<file path="src/rtl/ctrl_pkg.sv">
// Shared types and constants for the multi-cycle control unit that sequences data_path.
// Opcode, FSM state and instruction-class encodings plus instruction field positions.
package ctrl_pkg;

    localparam int OP_MSB  = 15;
    localparam int OP_LSB  = 12;
    localparam int RD_MSB  = 11;
    localparam int RD_LSB  = 10;
    localparam int RS_MSB  = 9;
    localparam int RS_LSB  = 8;
    localparam int IMM_MSB = 7;
    localparam int IMM_LSB = 0;

    typedef enum logic [3:0] {
        OP_NOP  = 4'h0,
        OP_ADD  = 4'h1,
        OP_SUB  = 4'h2,
        OP_AND  = 4'h3,
        OP_OR   = 4'h4,
        OP_XOR  = 4'h5,
        OP_ADDI = 4'h6,
        OP_LDR  = 4'h7,
        OP_STR  = 4'h8,
        OP_JMP  = 4'h9,
        OP_HLT  = 4'hF
    } opcode_t;

    typedef enum logic [3:0] {
        ST_IDLE    = 4'd0,
        ST_FETCH   = 4'd1,
        ST_DECODE  = 4'd2,
        ST_EXEC    = 4'd3,
        ST_WAIT_DP = 4'd4,
        ST_MEM     = 4'd5,
        ST_WB      = 4'd6,
        ST_NEXT    = 4'd7,
        ST_HALT    = 4'd8
    } state_t;

    // ADDI decodes to CLS_ALU; it differs only by alu_in_sel.
    typedef enum logic [2:0] {
        CLS_NOP = 3'd0,
        CLS_ALU = 3'd1,
        CLS_LDR = 3'd2,
        CLS_STR = 3'd3,
        CLS_JMP = 3'd4,
        CLS_HLT = 3'd5,
        CLS_ILL = 3'd6
    } cls_t;

    localparam logic [2:0] ALU_ADD = 3'b000;
    localparam logic [2:0] ALU_SUB = 3'b001;
    localparam logic [2:0] ALU_AND = 3'b010;
    localparam logic [2:0] ALU_OR  = 3'b011;
    localparam logic [2:0] ALU_XOR = 3'b100;

    localparam logic [1:0] PC_HOLD = 2'b00;
    localparam logic [1:0] PC_INC  = 2'b01;
    localparam logic [1:0] PC_LOAD = 2'b10;

endpackage

</file>
<file path="src/rtl/ctrl_unit_if.sv">
// Instruction- and data-memory buses between ctrl_unit (master) and the memories (slave).
// Handshake: req is held high until the cycle in which ack is high; that cycle completes the
// access (ack may arrive in the first req cycle), and ack while req is low is ignored.
interface ctrl_unit_if #(parameter int DWIDTH = 16);
    logic              imem_req;
    logic [7:0]        imem_addr;
    logic              imem_ack;
    logic [DWIDTH-1:0] imem_data;
    logic              dmem_req;
    logic              dmem_we;
    logic [7:0]        dmem_addr;
    logic              dmem_ack;

    modport master (
        output imem_req, imem_addr, dmem_req, dmem_we, dmem_addr,
        input  imem_ack, imem_data, dmem_ack
    );

    modport slave (
        input  imem_req, imem_addr, dmem_req, dmem_we, dmem_addr,
        output imem_ack, imem_data, dmem_ack
    );
endinterface

</file>
<file path="src/rtl/ctrl_decode.sv">
// Combinational opcode decoder: instruction class plus the data_path ALU controls.
module ctrl_decode
    import ctrl_pkg::*;
(
    input  logic [3:0] i_op,
    output cls_t       o_cls,
    output logic [2:0] o_alu_func,
    output logic       o_alu_in_sel,
    output logic       o_ldr_sel,
    output logic       o_illegal
);

    always_comb begin
        o_cls        = CLS_NOP;
        o_alu_func   = ALU_ADD;
        o_alu_in_sel = 1'b0;
        o_ldr_sel    = 1'b0;
        o_illegal    = 1'b0;
        case (i_op)
            OP_NOP:  o_cls = CLS_NOP;
            OP_ADD:  o_cls = CLS_ALU;
            OP_SUB:  begin o_cls = CLS_ALU; o_alu_func = ALU_SUB; end
            OP_AND:  begin o_cls = CLS_ALU; o_alu_func = ALU_AND; end
            OP_OR:   begin o_cls = CLS_ALU; o_alu_func = ALU_OR;  end
            OP_XOR:  begin o_cls = CLS_ALU; o_alu_func = ALU_XOR; end
            OP_ADDI: begin o_cls = CLS_ALU; o_alu_in_sel = 1'b1; end
            OP_LDR:  begin o_cls = CLS_LDR; o_ldr_sel = 1'b1; end
            OP_STR:  o_cls = CLS_STR;
            OP_JMP:  o_cls = CLS_JMP;
            OP_HLT:  o_cls = CLS_HLT;
            default: begin o_cls = CLS_ILL; o_illegal = 1'b1; end
        endcase
    end

endmodule

</file>
<file path="src/rtl/ctrl_unit.sv">
// Multi-cycle control unit: fetches and decodes 16-bit instructions, sequences data_path
// through EXEC/WAIT_DP/WB and runs the data-memory handshake for LDR/STR.
module ctrl_unit
    import ctrl_pkg::*;
#(
    parameter int DWIDTH  = 16,
    parameter int TIMEOUT = 15
) (
    input  logic              clk,
    input  logic              rst,
    input  logic              start,
    input  logic [DWIDTH-1:0] pc_in,
    ctrl_unit_if.master       bus,
    input  logic              dp_done,
    output logic              en_in,
    output logic              en_pc_pulse,
    output logic              alu_in_sel,
    output logic              ldr_sel,
    output logic [1:0]        pc_ctrl,
    output logic [1:0]        rd,
    output logic [1:0]        rs,
    output logic [3:0]        reg_en,
    output logic [2:0]        alu_func,
    output logic [7:0]        offset,
    output logic [7:0]        offset_addr,
    output logic              halted,
    output logic              error,
    output state_t            dbg_state
);

    localparam int CNT_W = $clog2(TIMEOUT + 1);

    state_t            r_state, w_next;
    logic [DWIDTH-1:0] r_ir;
    logic [CNT_W-1:0]  r_cnt;
    logic              r_error, w_set_err;
    cls_t              w_cls;
    logic              w_illegal;
    logic              w_unused_pc;

    ctrl_decode u_decode (
        .i_op        (r_ir[OP_MSB:OP_LSB]),
        .o_cls       (w_cls),
        .o_alu_func  (alu_func),
        .o_alu_in_sel(alu_in_sel),
        .o_ldr_sel   (ldr_sel),
        .o_illegal   (w_illegal)
    );

    // Decoded fields come straight off IR, so they are valid throughout DECODE and stay
    // put until the next fetch overwrites IR at the start of the following DECODE.
    assign rd            = r_ir[RD_MSB:RD_LSB];
    assign rs            = r_ir[RS_MSB:RS_LSB];
    assign offset        = r_ir[IMM_MSB:IMM_LSB];
    assign offset_addr   = r_ir[IMM_MSB:IMM_LSB];
    assign bus.dmem_addr = r_ir[IMM_MSB:IMM_LSB];
    assign bus.imem_addr = pc_in[7:0];
    assign w_unused_pc   = ^pc_in[DWIDTH-1:8];
    assign error         = r_error;
    assign dbg_state     = r_state;

    always_ff @(posedge clk or posedge rst) begin
        if (rst) r_state <= ST_IDLE;
        else     r_state <= w_next;
    end

    always_comb begin
        w_next          = r_state;
        w_set_err       = 1'b0;
        bus.imem_req    = 1'b0;
        bus.dmem_req    = 1'b0;
        bus.dmem_we     = 1'b0;
        en_in           = 1'b0;
        en_pc_pulse     = 1'b0;
        pc_ctrl         = PC_HOLD;
        reg_en          = 4'b0000;
        halted          = 1'b0;
        case (r_state)
            ST_IDLE: if (start) w_next = ST_FETCH;
            ST_FETCH: begin
                bus.imem_req = 1'b1;
                if (bus.imem_ack) w_next = ST_DECODE;
            end
            ST_DECODE: begin
                if (w_illegal) begin
                    w_next    = ST_HALT;
                    w_set_err = 1'b1;
                end else begin
                    case (w_cls)
                        CLS_ALU, CLS_STR: w_next = ST_EXEC;
                        CLS_LDR:          w_next = ST_MEM;
                        CLS_HLT:          w_next = ST_HALT;
                        default:          w_next = ST_NEXT;
                    endcase
                end
            end
            ST_EXEC: begin
                en_in  = 1'b1;
                w_next = ST_WAIT_DP;
            end
            ST_WAIT_DP: begin
                if (dp_done) begin
                    w_next = (w_cls == CLS_STR) ? ST_MEM : ST_WB;
                end else if (r_cnt == CNT_W'(TIMEOUT - 1)) begin
                    w_next    = ST_HALT;
                    w_set_err = 1'b1;
                end
            end
            ST_MEM: begin
                bus.dmem_req = 1'b1;
                bus.dmem_we  = (w_cls == CLS_STR);
                if (bus.dmem_ack) w_next = (w_cls == CLS_LDR) ? ST_WB : ST_NEXT;
            end
            ST_WB: begin
                en_in  = 1'b1;
                reg_en = 4'b0001 << rd;
                w_next = ST_NEXT;
            end
            ST_NEXT: begin
                en_pc_pulse = 1'b1;
                pc_ctrl     = (w_cls == CLS_JMP) ? PC_LOAD : PC_INC;
                w_next      = ST_FETCH;
            end
            ST_HALT: halted = 1'b1;
            default: w_next = ST_IDLE;
        endcase
    end

    always_ff @(posedge clk or posedge rst) begin
        if (rst) begin
            r_ir    <= '0;
            r_cnt   <= '0;
            r_error <= 1'b0;
        end else begin
            if (r_state == ST_FETCH && bus.imem_ack) r_ir <= bus.imem_data;
            if (r_state == ST_EXEC)         r_cnt <= '0;
            else if (r_state == ST_WAIT_DP) r_cnt <= r_cnt + 1'b1;
            if (w_set_err) r_error <= 1'b1;
        end
    end

endmodule

</file>
<file path="src/flat_wrapper.sv">
// flat-port wrapper written by rule: the top's interface ports become plain ports
module ctrl_unit_flat import ctrl_pkg::*;
#(
    parameter int DWIDTH  = 16,
    parameter int TIMEOUT = 15
)
  (clk, rst, start, pc_in, dp_done, en_in, en_pc_pulse, alu_in_sel, ldr_sel, pc_ctrl, rd, rs, reg_en, alu_func, offset, offset_addr, halted, error, dbg_state, bus_imem_req, bus_imem_addr, bus_dmem_req, bus_dmem_we, bus_dmem_addr, bus_imem_ack, bus_imem_data, bus_dmem_ack);
  ctrl_unit_if #(.DWIDTH(DWIDTH)) bus_i ();
  input  logic clk;
  input  logic rst;
  input  logic start;
  input  logic [DWIDTH-1:0] pc_in;
  input  logic dp_done;
  output logic en_in;
  output logic en_pc_pulse;
  output logic alu_in_sel;
  output logic ldr_sel;
  output logic [1:0] pc_ctrl;
  output logic [1:0] rd;
  output logic [1:0] rs;
  output logic [3:0] reg_en;
  output logic [2:0] alu_func;
  output logic [7:0] offset;
  output logic [7:0] offset_addr;
  output logic halted;
  output logic error;
  output state_t dbg_state;
  output wire logic [$bits(bus_i.imem_req)-1:0] bus_imem_req;
  output wire logic [$bits(bus_i.imem_addr)-1:0] bus_imem_addr;
  output wire logic [$bits(bus_i.dmem_req)-1:0] bus_dmem_req;
  output wire logic [$bits(bus_i.dmem_we)-1:0] bus_dmem_we;
  output wire logic [$bits(bus_i.dmem_addr)-1:0] bus_dmem_addr;
  input wire logic [$bits(bus_i.imem_ack)-1:0] bus_imem_ack;
  input wire logic [$bits(bus_i.imem_data)-1:0] bus_imem_data;
  input wire logic [$bits(bus_i.dmem_ack)-1:0] bus_dmem_ack;
  assign bus_imem_req = bus_i.imem_req;
  assign bus_imem_addr = bus_i.imem_addr;
  assign bus_dmem_req = bus_i.dmem_req;
  assign bus_dmem_we = bus_i.dmem_we;
  assign bus_dmem_addr = bus_i.dmem_addr;
  assign bus_i.imem_ack = bus_imem_ack;
  assign bus_i.imem_data = bus_imem_data;
  assign bus_i.dmem_ack = bus_dmem_ack;
  ctrl_unit #(.DWIDTH(DWIDTH), .TIMEOUT(TIMEOUT)) u_core (.clk(clk), .rst(rst), .start(start), .pc_in(pc_in), .bus(bus_i), .dp_done(dp_done), .en_in(en_in), .en_pc_pulse(en_pc_pulse), .alu_in_sel(alu_in_sel), .ldr_sel(ldr_sel), .pc_ctrl(pc_ctrl), .rd(rd), .rs(rs), .reg_en(reg_en), .alu_func(alu_func), .offset(offset), .offset_addr(offset_addr), .halted(halted), .error(error), .dbg_state(dbg_state));
endmodule
</file>
<file path="config.mk">
export PLATFORM = sky130hd
export DESIGN_NAME = ctrl_unit_flat
export DESIGN_NICKNAME = d
export VERILOG_FILES = /design/src/rtl/ctrl_pkg.sv /design/src/rtl/ctrl_unit_if.sv /design/src/rtl/ctrl_decode.sv /design/src/rtl/ctrl_unit.sv /design/src/flat_wrapper.sv
export SDC_FILE = /design/constraint.sdc
export NUM_CORES = 1
export LEC_CHECK = 0
export CAP_MARGIN = 20
export CORE_ASPECT_RATIO = 0.9
export CORE_MARGIN = 10
export CORE_UTILIZATION = 40
export CTS_BUF_LIST = sky130_fd_sc_hd__clkbuf_8
export CTS_CLUSTER_DIAMETER = 80
export DETAILED_ROUTE_END_ITERATION = 12
export PLACE_DENSITY = 0.83
export SLEW_MARGIN = 30
export SYNTH_ARGS = -nofsm -noshare
export SYNTH_HDL_FRONTEND = slang
export SYNTH_SLANG_ARGS = --single-unit
</file>
<file path="constraint.sdc">
create_clock -name clk -period 1.58 [get_ports clk]
set_input_delay 0.158 -clock clk [delete_from_list [all_inputs] [get_ports clk]]
set_output_delay 0.158 -clock clk [all_outputs]
set_load 0.03 [all_outputs]
</file>
---- Word-level counts from Yosys, hierarchy flattened ----
Index checks and enable logic that the tools add are counted.
word-level totals
  bits in registers ....................... 25
  word-level logic and storage cells ...... 73
  output and inout port bits .............. 58
operators by class
  shifts and indexed selects .............. 1
  equality and inequality tests ........... 28
  bitwise logic cells ..................... 1
  $add $sub $neg .......................... 1
  reduce and logical (&&, ||, !) cells .... 9
  multiplexer cells ....................... 29
operators with widths
  operator                                               count
  2-to-1 mux 4 bit                                       9
  case mux 4 bit (9 select lines)                        1
  equality test 4 x 3 -> 1 bit, second input constant    8
  equality test 4 bit, second input constant             5
  case mux 3 bit (6 select lines)                        1
  equality test 4 x 2 -> 1 bit, second input constant    4
  2-to-1 mux 1 bit                                       12
  case mux 3 bit (4 select lines)                        1
  case mux 4 bit (3 select lines)                        1
  OR reduction 11 bit                                    1
  equality test 4 x 1 -> 1 bit, second input constant    2
  zero test 4 bit                                        2
  equality test 3 x 2 -> 1 bit, second input constant    2
  equality test 3 bit, second input constant             2
  2-to-1 mux 2 bit                                       3
  inequality test 2 bit, second input constant           3
  OR reduction 6 bit                                     1
  AND reduction 5 bit                                    1
  adder 4 x 1 -> 4 bit, second input constant            1
  OR reduction 2 bit                                     2
  left shift 1 x 2 -> 4 bit, first input constant        1
  equality test 3 x 1 -> 1 bit, second input constant    1
  inequality test 3 x 2 -> 1 bit, second input constant  1
  case mux 1 bit (2 select lines)                        1
  3 further kinds                                        3

---- Depth between registers and ports, before layout ----
Gate-level depths: netlist of the first run.
  word-level depth ........................ 8
  mapped depth ............................ 6

---- By module ----
Synthesis of the first run repeated with hierarchy kept, for this count alone.
unflattened totals
  cell total of the unflattened synthesis .. 187
  area, all modules ....................... 1,878.1 sq um
by module, submodules not included
  module       cells an instance  area each (sq um)  times used
  ctrl_unit    163                1,715.4            1
  ctrl_decode  24                 162.7              1

---- Worst setup path after synthesis of the first run ----
OpenSTA, ideal clock, no wires.
  path type ............................... reg2out
  from .................................... register u_core.r_state[2] (netlist: u_core.dbg_state[2])
  to ...................................... output port reg_en[0]
  path buffers ............................ 2
  data required time ...................... 1,422 ps
  setup slack ............................. -581 ps
  cell stages (with the launch flop) ...... 5
  arrival time ............................ 2,003 ps
  path through ............................ dfrtp_1 > buf_2 > buf_2 > nand2_1 > nor4_1
between the ends
  longest elaborated chain between the ends .. 2
RTL lines
  what                          line                RTL
  from (decl)                   ctrl_unit.sv:33     state_t r_state, w_next;
  from (signal assigned)        ctrl_unit.sv:64     else r_state <= w_next;
  equality test 4 x 3 -> 1 bit  ctrl_unit.sv:78     case (r_state)
  2-to-1 mux 4 bit              ctrl_unit.sv:78
  to (decl)                     flat_wrapper.sv:21  output logic [3:0] reg_en;
Every way passes these cells.

---- Worst setup path after layout of the first run ----
  from .................................... register u_core.r_ir[12]
  to ...................................... register u_core.r_state[0] (netlist: u_core.dbg_state[0])
between the ends
  longest elaborated chain between the ends .. 8
RTL lines
  what                                                                          line                               RTL
  from (decl)                                                                   ctrl_unit.sv:34                    logic [DWIDTH-1:0] r_ir;
  from (signal assigned)                                                        ctrl_unit.sv:135                   if (r_state == ST_FETCH && bus.imem_ack) r_ir <= bus.imem_data;
  equality test 4 x 3 -> 1 bit, or another cell as far along                    ctrl_decode.sv:19                  case (i_op)
  OR reduction 6 bit (no source line)                                           --
  case mux 3 bit (6 select lines)                                               ctrl_decode.sv:19
  equality test 3 x 1 -> 1 bit or equality test 3 x 2 -> 1 bit (tied branches)  ctrl_unit.sv:89, ctrl_unit.sv:103
  OR reduction 2 bit                                                            ctrl_unit.sv:89                    case (w_cls)
  case mux 4 bit (3 select lines)                                               ctrl_unit.sv:89
  2-to-1 mux 4 bit                                                              ctrl_unit.sv:85                    if (w_illegal) begin
  case mux 4 bit (9 select lines) (*)                                           ctrl_unit.sv:78
Every way passes the cells marked *; elsewhere a longest branch is shown, timed or not. The select of a mux whose other input is x is not followed.
A chain may end at the register's enable or synchronous reset.

==> results.cfg, run 1 <==
[status]
status = finished with violations
violations = setup timing

[synthesis]
synth.most_common_cell = buf_4
async_flop_share_pct = 100
synth_area_leaders = dfrtp_1 35%, buf_4 15%, mux2_4 8.4%
synth_nets = 217
avgSynthCellArea_um2 = 10.1
synthCells = 177
synth_top_area_share_pct = 35.1
yosys.area.top_type = dfrtp_1
synth-edff-count = 0
ys_seq_area_share_pct = 35.1
synth_top_flop_cell = dfrtp_1
syn-cell-area_um2 = 1780
synth_commonest_cells = 36 x buf_4, 25 x dfrtp_1, 10 x mux2_4, 10 x nor2_1, 8 x inv_1
yosysWarningCount = 0
synth_seq_cells = 25
ys_types = 49

[worst_setup_path]
crit_path_start_kind = flop
arrival_ns = 2.09
path_class = flop to flop
cp.required_ns = 1.78
end_kind = flop
crit_fanout = 2

[drt]
drtPass1Iterations = 4
drc_errors = 0
wl_per_cell_um = 20.7
ant_nets = 0
avgViaCountPerCell = 5.32
wl_um = 6590
vias = 1696
drt_iter0_drc = 149

[power_and_ir_drop]
vdd_drop_max_mv = 1.48
cellPowerDensity_nw_per_um2 = 2460
leakagePower_nw = 1.53

[floorplanning]
row_count = 22
coreArea_um2 = 4180
io_pins = 96
die-area_um2 = 7540
fp.dieW_um = 90.4
start_util_pct = 42.6
dieHeight_um = 83.4

[timing]
finalHoldWorstSlack_ns = 0.233
slew_headroom_pct = 74.0
final.min_clock_period_ns = 1.89
hold_violations = 0
min_period_over_period_pct = 120
fmax_ghz = 0.529
setup_viol = 30
tns_ns = -2.46
fin_ws_ns = -0.309
rsz0062_at_grt = yes
tightest_slew_ns = 0.389
fin_skew_ns = 0.00544
maxSlewViolCount = 0

[cells_and_area]
num-nets-final = 300
syn_to_final_growth_pct = 80.2
fillers = 265
post-route-util_pct = 76.8
layoutNonFillerInstCount = 319
final_layout_size_suffix_gt1_share_pct = 53.3
antenna_cells = 0

[global_routing]
grt_pass1_wl_um = 9050
grt_overflow = 0
grtUsageTotal_pct = 14.4
grt_pass1_vias = 1670
grt_max_degree = 26
antenna_found_initial = 0

[clock_network]
cts_tree = yes
cts_max_level = 1
cts_buffers = 3
clkLatencyLatePin_ns = 0.28
clk_pin_slew_ns = 0.09
clock_sinks = 25
clockBufferDepth = 2
cts-root-buf = clkbuf_8

[flow_run]
drv_cap = 0

[placed_design]
io_buffers = 71
dp_hpwl_um = 3740
pre_cts_slack_ns = -0.248
globalplace.congestion = 0.870
dp.cells = 290

[min_path]
min_path_type = input pin to asynchronous set/reset pin
-- registers in the layout, indices dropped and copies added, names as in the netlist --
register / count
u_core.dbg_state: 4
u_core.r_ir: 16
u_core.r_cnt: 4
u_core.error: 1
-- power by group --
| group | switching (W) | leakage (nW) | internal, W |
|---|---|---|---|
| logic | 0.00320 | 1.21 | 0.00301 |
| registers | 0.000341 | 0.295 | 0.000978 |
| clock network | 0.000214 | 0.0269 | 0.000175 |
| total | 0.00375 | 1.53 | 0.00416 |
-- worst max-delay path: stages (launching register included) --
cell and delay (ns):
dfrtp_1 0.42, buf_6 0.14, or4b_4 0.57, buf_6 0.15
o311ai_4 0.22, a32oi_2 0.17, o21ai_2 0.14
-- logic make-up (layout without fill, tap and decap cells) --
family                   count (synthesis)  after routing  share of synthesized area [%]
buffers and inverters                   54            136                           19.8
AND/OR/NAND/NOR                         51             51                           18.7
AO/OA/AOI/OAI                           26             26                           11.2
flip-flops                              25             25                           35.1
multiplexers                            17             17                           12.8
adder cells (fa/ha/maj)                  2              2                           1.40
XOR/XNOR                                 2              2                          0.982
-- what timing repair did --
item,CTS,global route
gates resized for setup,42,60
cloned,0,2
endpoints found under the hold margin,0,0
endpoints found under the setup margin,25,47
hold buffers,0,0
pin swaps,16,9
buffers inserted,14,9
-- final timing paths --
kind / start / endpoint / slack (ns) / cells after the start
max: u_core.r_ir[12]$_DFFE_PP0P_ / u_core.dbg_state[0]$_DFFE_PP0P_ / -0.31 / 6
min: rst / u_core.r_cnt[1]$_DFFE_PP0P_ / 0.23 / 3
max reg2reg: u_core.r_ir[12]$_DFFE_PP0P_ / u_core.dbg_state[0]$_DFFE_PP0P_ / -0.31 / 6
min reg2reg: u_core.r_ir[9]$_DFFE_PP0P_ / u_core.r_ir[9]$_DFFE_PP0P_ / 0.52 / 1
max in group asynchronous: rst / u_core.dbg_state[0]$_DFFE_PP0P_ / 1.07 / 3
min in group clk: pc_in[2] / bus_imem_addr[2] / 0.32 / 0
-- layout make-up --
| class | instances | area, um2 | area share, % |
|---|---|---|---|
| repair buffers | 124 | 1290 | 40.2 |
| multi-input cells | 98 | 1140 | 35.5 |
| flip-flops and latches | 25 | 632 | 19.7 |
| well taps | 60 | 75.1 | 2.34 |
| clock buffers | 3 | 41.3 | 1.28 |
| inverters | 8 | 30.0 | 0.934 |
| clock inverters | 1 | 3.75 | 0.117 |
-- per-stage QoR --
step	cell area, um2	power, W
2_1_floorplan	1890	0.00460
3_3_place_gp	2560	0.00582
3_5_place_dp	2560	0.00588
4_1_cts	2850	0.00683
5_1_grt	3210	0.00829
6_report	3210	0.00791
-- layout by cell type, fill, tap and decap left out, drive strengths merged, types with 3 or more instances in the layout --
master / count
o21ai: 4
nor2: 10
nor3: 8
nand2b: 3
mux2: 17
dlymetal6s2s: 8
clkbuf: 5
dlygate4sd2: 5
inv: 9
nand2: 3
clkdlybuf4s50: 41
buf: 68
nor4: 6
a21oi: 6
nand3: 4
o22a: 3
dfrtp: 25
-- metal layers --
layer / routed length (um) / up-vias / share of wire [%] / global-route usage (%)
met1: 2600 / 813 / 39 / 16.5
met2: 3160 / 102 / 48 / 24.2
met3: 657 / 18 / 10 / 6.56
met5: 0 / - / 0 / 0
li1: - / 763 / - / -
met4: 170 / 0 / 2.6 / 2.59
No activity file was read; power rests on OpenSTA's default activity.
==> run 2: changes to the inputs <==
--- a/config.mk
+++ b/config.mk
@@ -12,7 +12,8 @@
 export CTS_BUF_LIST = sky130_fd_sc_hd__clkbuf_8
 export CTS_CLUSTER_DIAMETER = 80
 export DETAILED_ROUTE_END_ITERATION = 12
-export PLACE_DENSITY = 0.83
+export GPL_TIMING_DRIVEN = 1
+export PLACE_DENSITY = 0.9
 export SLEW_MARGIN = 30
 export SYNTH_ARGS = -nofsm -noshare
 export SYNTH_HDL_FRONTEND = slang
==> results.cfg, run 2 (synthesized netlist as in run 1, its figures left out) <==
[clock_network]
cts-root-buf = clkbuf_8
clkLatencyLatePin_ns = 0.27
cts_tree = yes
cts_buffers = 3
cts_max_level = 1
clk_pin_slew_ns = 0.10
clockBufferDepth = 2
clock_sinks = 25

[worst_setup_path]
crit_fanout = 2
r2r_cells = 6
cp_slowest_cell = or4bb_1
end_kind = output pin
arrival_ns = 1.68
max_stage_delay_ns = 0.58
r2r_slack_ns = -0.25
worstReg2RegStart = u_core.r_ir[13]$_DFFE_PP0P_
crit_top_cell = buf_6
r2r_end = u_core.dbg_state[0]$_DFFE_PP0P_
path_class = flop to output pin
crit_chain = or4bb_1 > buf_6 > nor3_4 > buf_6
cp.required_ns = 1.42
crit_path_start_kind = flop

[global_routing]
grtUsageTotal_pct = 14.9
grt_pass1_wl_um = 9330
grt_overflow = 0
antenna_found_initial = 0
grt_max_degree = 26
grt_pass1_vias = 1770

[drt]
avgViaCountPerCell = 5.32
vias = 1691
ant_nets = 0
wl_um = 6660
drtPass1Iterations = 4
wl_per_cell_um = 20.9
drt_iter0_drc = 106
drc_errors = 0

[cells_and_area]
antenna_cells = 0
largest_reg_flops = 16
final_common_cell = clkdlybuf4s50_1
num-nets-final = 299
fillers = 260
seq_area_um2 = 631
syn_to_final_growth_pct = 81.3
post-route-util_pct = 77.3
multiInputGateArea_um2 = 1120
regMostFlops = u_core.r_ir
final_layout_size_suffix_gt1_share_pct = 53.5
final_cell_mix = 39 x clkdlybuf4s50_1, 29 x buf_4, 29 x buf_6
finalInstanceArea_um2 = 3240

[placed_design]
pre_cts_slack_ns = -0.233
dp_hpwl_um = 3860
placed_cell_area_um2 = 2550
globalplace.congestion = 0.934
io_buffers = 71

[power_and_ir_drop]
vdd_drop_max_mv = 1.38
power_w = 0.00797
cellPowerDensity_nw_per_um2 = 2460
leakagePower_nw = 1.53

[min_path]
min_path_type = input pin to asynchronous set/reset pin

[floorplanning]
start_util_pct = 42.6
die-area_um2 = 7540
dieHeight_um = 83.4
row_count = 22
io_pins = 96
fp.dieW_um = 90.4
coreArea_um2 = 4180

[timing]
fin_skew_ns = 0.00488
tightest_slew_ns = 0.430
fin_ws_ns = -0.259
min_period_over_period_pct = 116
maxSlewViolCount = 0
hold_violations = 0
final.min_clock_period_ns = 1.84
tns_ns = -3.71
fmax_ghz = 0.544
rsz0062_at_grt = yes
setup_viol = 37
slew_headroom_pct = 71.1

[status]
status = finished with violations
violations = setup timing

[flow_run]
drv_cap = 0
-- run 2: cell count changes in the layout (fill, tap and decap cells not counted), moves of 2 or more --
cell             delta
a21oi_1             +2
a21oi_2             -2
clkdlybuf4s50_1     -2
nand2b_4            +2
dlymetal6s2s_1      +2
dlygate4sd2_1       -2
buf_12              +3
buf_16              +2
xnor2_1             +2
clkbuf_16           -2
buf_4               -4
-- run 2: power by group --
group	switching [W]	total, W	leakage [nW]	internal, W
clock	0.000222	0.000399	0.0255	0.000177
combinational	0.00319	0.00624	1.21	0.00305
sequential	0.000361	0.00134	0.296	0.000975
total	0.00377	0.00797	1.53	0.00420
-- run 2: per-stage QoR --
step | cells | hold slack [ns]
global route | 318 | 0.269
detailed placement | 288 | 0.316
finish | 318 | 0.247
global placement | 288 | 0.316
CTS | 308 | 0.260
floorplan | 177 | 0.185
-- run 2: critical path: cells and delay by family, from the launching register on --
| family | cells | cell delay, ns |
|---|---|---|
| buf+inv | 2 | 0.32 |
| flops | 1 | 0.40 |
| simple gates | 2 | 0.69 |
-- run 2: metal layers --
metal	global-route usage, %	up-vias	part of all wire (%)
li1	-	759	-
met2	25.6	87	52
met1	16.3	839	38
met4	3.30	0	0.68
met3	7.01	6	9.4
met5	0	-	0
-- run 2: repair_timing --
action / CTS / global route
hold buffers: 0 / 0
gates cloned: 2 / 0
pin swaps: 18 / 14
gates resized for setup: 51 / 60
endpoints found under the setup margin: 28 / 56
buffers inserted: 14 / 11
-- run 2: final cells by class --
| class | instances | share of cell area (%) |
|---|---|---|
| Multi-Input combinational cell | 98 | 34.7 |
| Inverter | 8 | 1.04 |
| Timing Repair Buffer | 123 | 41.0 |
| Sequential cell | 25 | 19.5 |
| Clock buffer | 3 | 1.28 |
| Tap cell | 60 | 2.32 |
| Clock inverter | 1 | 0.155 |
-- run 2: worst max path at each step --
stage / cells past startpoint / start / end / slack [ns]
final: 4 / u_core.r_ir[14]$_DFFE_PP0P_ / pc_ctrl[1] / -0.26
after global routing: 4 / u_core.r_ir[14]$_DFFE_PP0P_ / pc_ctrl[1] / -0.30
after CTS: 3 / u_core.r_ir[14]$_DFFE_PP0P_ / pc_ctrl[0] / -0.24
after detailed placement: 3 / u_core.r_ir[13]$_DFFE_PP0P_ / pc_ctrl[0] / -0.23
after global placement: 3 / u_core.r_ir[13]$_DFFE_PP0P_ / pc_ctrl[0] / -0.22
after floorplan: 5 / u_core.dbg_state[3]$_DFFE_PP0P_ / u_core.r_ir[0]$_DFFE_PP0P_ / -0.25
==> run 3: changes to the inputs <==
--- a/config.mk
+++ b/config.mk
@@ -6,14 +6,16 @@
 export NUM_CORES = 1
 export LEC_CHECK = 0
 export CAP_MARGIN = 20
+export CELL_PAD_IN_SITES_DETAIL_PLACEMENT = 1
+export CELL_PAD_IN_SITES_GLOBAL_PLACEMENT = 1
 export CORE_ASPECT_RATIO = 0.9
 export CORE_MARGIN = 10
-export CORE_UTILIZATION = 40
+export CORE_UTILIZATION = 29
 export CTS_BUF_LIST = sky130_fd_sc_hd__clkbuf_8
 export CTS_CLUSTER_DIAMETER = 80
 export DETAILED_ROUTE_END_ITERATION = 12
 export GPL_TIMING_DRIVEN = 1
-export PLACE_DENSITY = 0.9
+export PLACE_DENSITY = 0.93
 export SLEW_MARGIN = 30
 export SYNTH_ARGS = -nofsm -noshare
 export SYNTH_HDL_FRONTEND = slang
==> results.cfg, run 3 (synthesized netlist as in run 1, its figures left out) <==
[clock_network]
cts-root-buf = clkbuf_8
cts_buffers = 3
hold_buffers = 0
clkLatencyLatePin_ns = 0.29
clockBufferDepth = 2
clock_sinks = 25
clk_pin_slew_ns = 0.11
cts_tree = yes
cts_max_level = 1

[worst_setup_path]
crit_fanout = 2
crit_path_start_kind = flop
path_class = flop to output pin
end_kind = output pin
cp.required_ns = 1.42
arrival_ns = 1.77

[timing]
finalHoldWorstSlack_ns = 0.222
tns_ns = -3.68
fin_ws_ns = -0.348
tightest_slew_ns = 0.387
final.min_clock_period_ns = 1.93
min_period_over_period_pct = 122
maxSlewViolCount = 0
setup_viol = 35
rsz0062_at_grt = yes
fmax_ghz = 0.519
slew_headroom_pct = 74.0
fin_skew_ns = 0.0113
hold_violations = 0

[drt]
drt_iter0_drc = 95
wl_um = 6710
drc_errors = 0
wl_per_cell_um = 20.5
avgViaCountPerCell = 4.93
drtPass1Iterations = 4
ant_nets = 0
vias = 1612

[placed_design]
io_buffers = 71
dp.cells = 302
dp_hpwl_um = 4520
pre_cts_slack_ns = -0.244
globalplace.congestion = 0.808

[power_and_ir_drop]
cellPowerDensity_nw_per_um2 = 2400
vdd_drop_max_mv = 0.930
leakagePower_nw = 1.60

[global_routing]
grt_max_degree = 26
grt_pass1_wl_um = 9830
antenna_found_initial = 0
grtUsageTotal_pct = 13.0
grt_pass1_vias = 1832
grt_overflow = 0

[cells_and_area]
syn_to_final_growth_pct = 80.6
largest_reg_flops = 16
final_layout_size_suffix_gt1_share_pct = 51.8
num-nets-final = 296
regMostFlops = u_core.r_ir
post-route-util_pct = 53.3
fillers = 627
final_cell_mix = 28 x clkdlybuf4s50_1, 28 x buf_4, 27 x buf_6
layoutNonFillerInstCount = 327
antenna_cells = 0

[flow_run]
drv_cap = 0

[floorplanning]
coreArea_um2 = 6050
fp.dieW_um = 103
dieHeight_um = 94.4
start_util_pct = 29.5
io_pins = 96
row_count = 27
die-area_um2 = 9690

[status]
violations = setup timing
status = finished with violations

[min_path]
min_path_type = input pin to asynchronous set/reset pin
==> run 3: cell count changes in the layout (fill, tap and decap cells not counted), moves of 2 or more <==
cell / delta
buf_12: +3
nor3_1: +2
dlymetal6s2s_1: +10
buf_6: -2
dlygate4sd2_1: +3
buf_8: -2
clkdlybuf4s50_1: -11
==> run 3: timing repair <==
action	in CTS	in global routing
cloned	1	0
pin swaps	18	8
setup endpoints to repair	40	61
resized for setup	56	58
setup buffers	11	12
==> run 3: final timing paths <==
kind / from / slack, ns / depth (start not counted) / end
setup / recovery: u_core.r_ir[12]$_DFFE_PP0P_ / -0.35 / 5 / bus_dmem_we
hold / removal: rst / 0.22 / 3 / u_core.r_cnt[2]$_DFFE_PP0P_
setup reg to reg: u_core.r_ir[12]$_DFFE_PP0P_ / -0.26 / 6 / u_core.dbg_state[0]$_DFFE_PP0P_
hold reg to reg: u_core.error$_DFFE_PP0P_ / 0.51 / 1 / u_core.error$_DFFE_PP0P_
max in group asynchronous: rst / 1.08 / 3 / u_core.r_ir[10]$_DFFE_PP0P_
min in group clk: pc_in[2] / 0.32 / 0 / bus_imem_addr[2]
==> run 3: per-layer routing <==
layer,wire length (um),vias up,GRT usage (%)
met5,0,-,0
met3,502,9,5.33
met1,2630,800,13.0
met4,111,0,4.58
met2,3460,51,23.7
li1,-,752,-
==> run 3: area by class of cell <==
type / count / area, um2 / share of cell area (%)
flip-flops and latches: 25 / 632 / 19.6
multi-input cells: 98 / 1090 / 33.9
inverters: 8 / 32.5 / 1.01
repair buffers: 120 / 1330 / 41.1
well taps: 72 / 90.1 / 2.80
clock buffers: 3 / 41.3 / 1.28
clock inverters: 1 / 7.51 / 0.233
==> run 3: worst max-delay path: stages (launching register included) <==
cell     delay [ns]
dfrtp_1        0.42
buf_6          0.14
or4b_4         0.55
nor3_4         0.14
buf_6          0.13
buf_12         0.11
==> run 3: power breakdown <==
group	total, W	internal (W)	switching [W]
combinational	0.00597	0.00290	0.00306
clock	0.000430	0.000180	0.000250
sequential	0.00132	0.000977	0.000346
==> run 3: stage by stage <==
step | instance area [um2] | total power [W]
6_report | 3220 | 0.00772
5_1_grt | 3220 | 0.00815
2_1_floorplan | 1890 | 0.00460
4_1_cts | 2960 | 0.00714
3_5_place_dp | 2620 | 0.00606
3_3_place_gp | 2620 | 0.00588
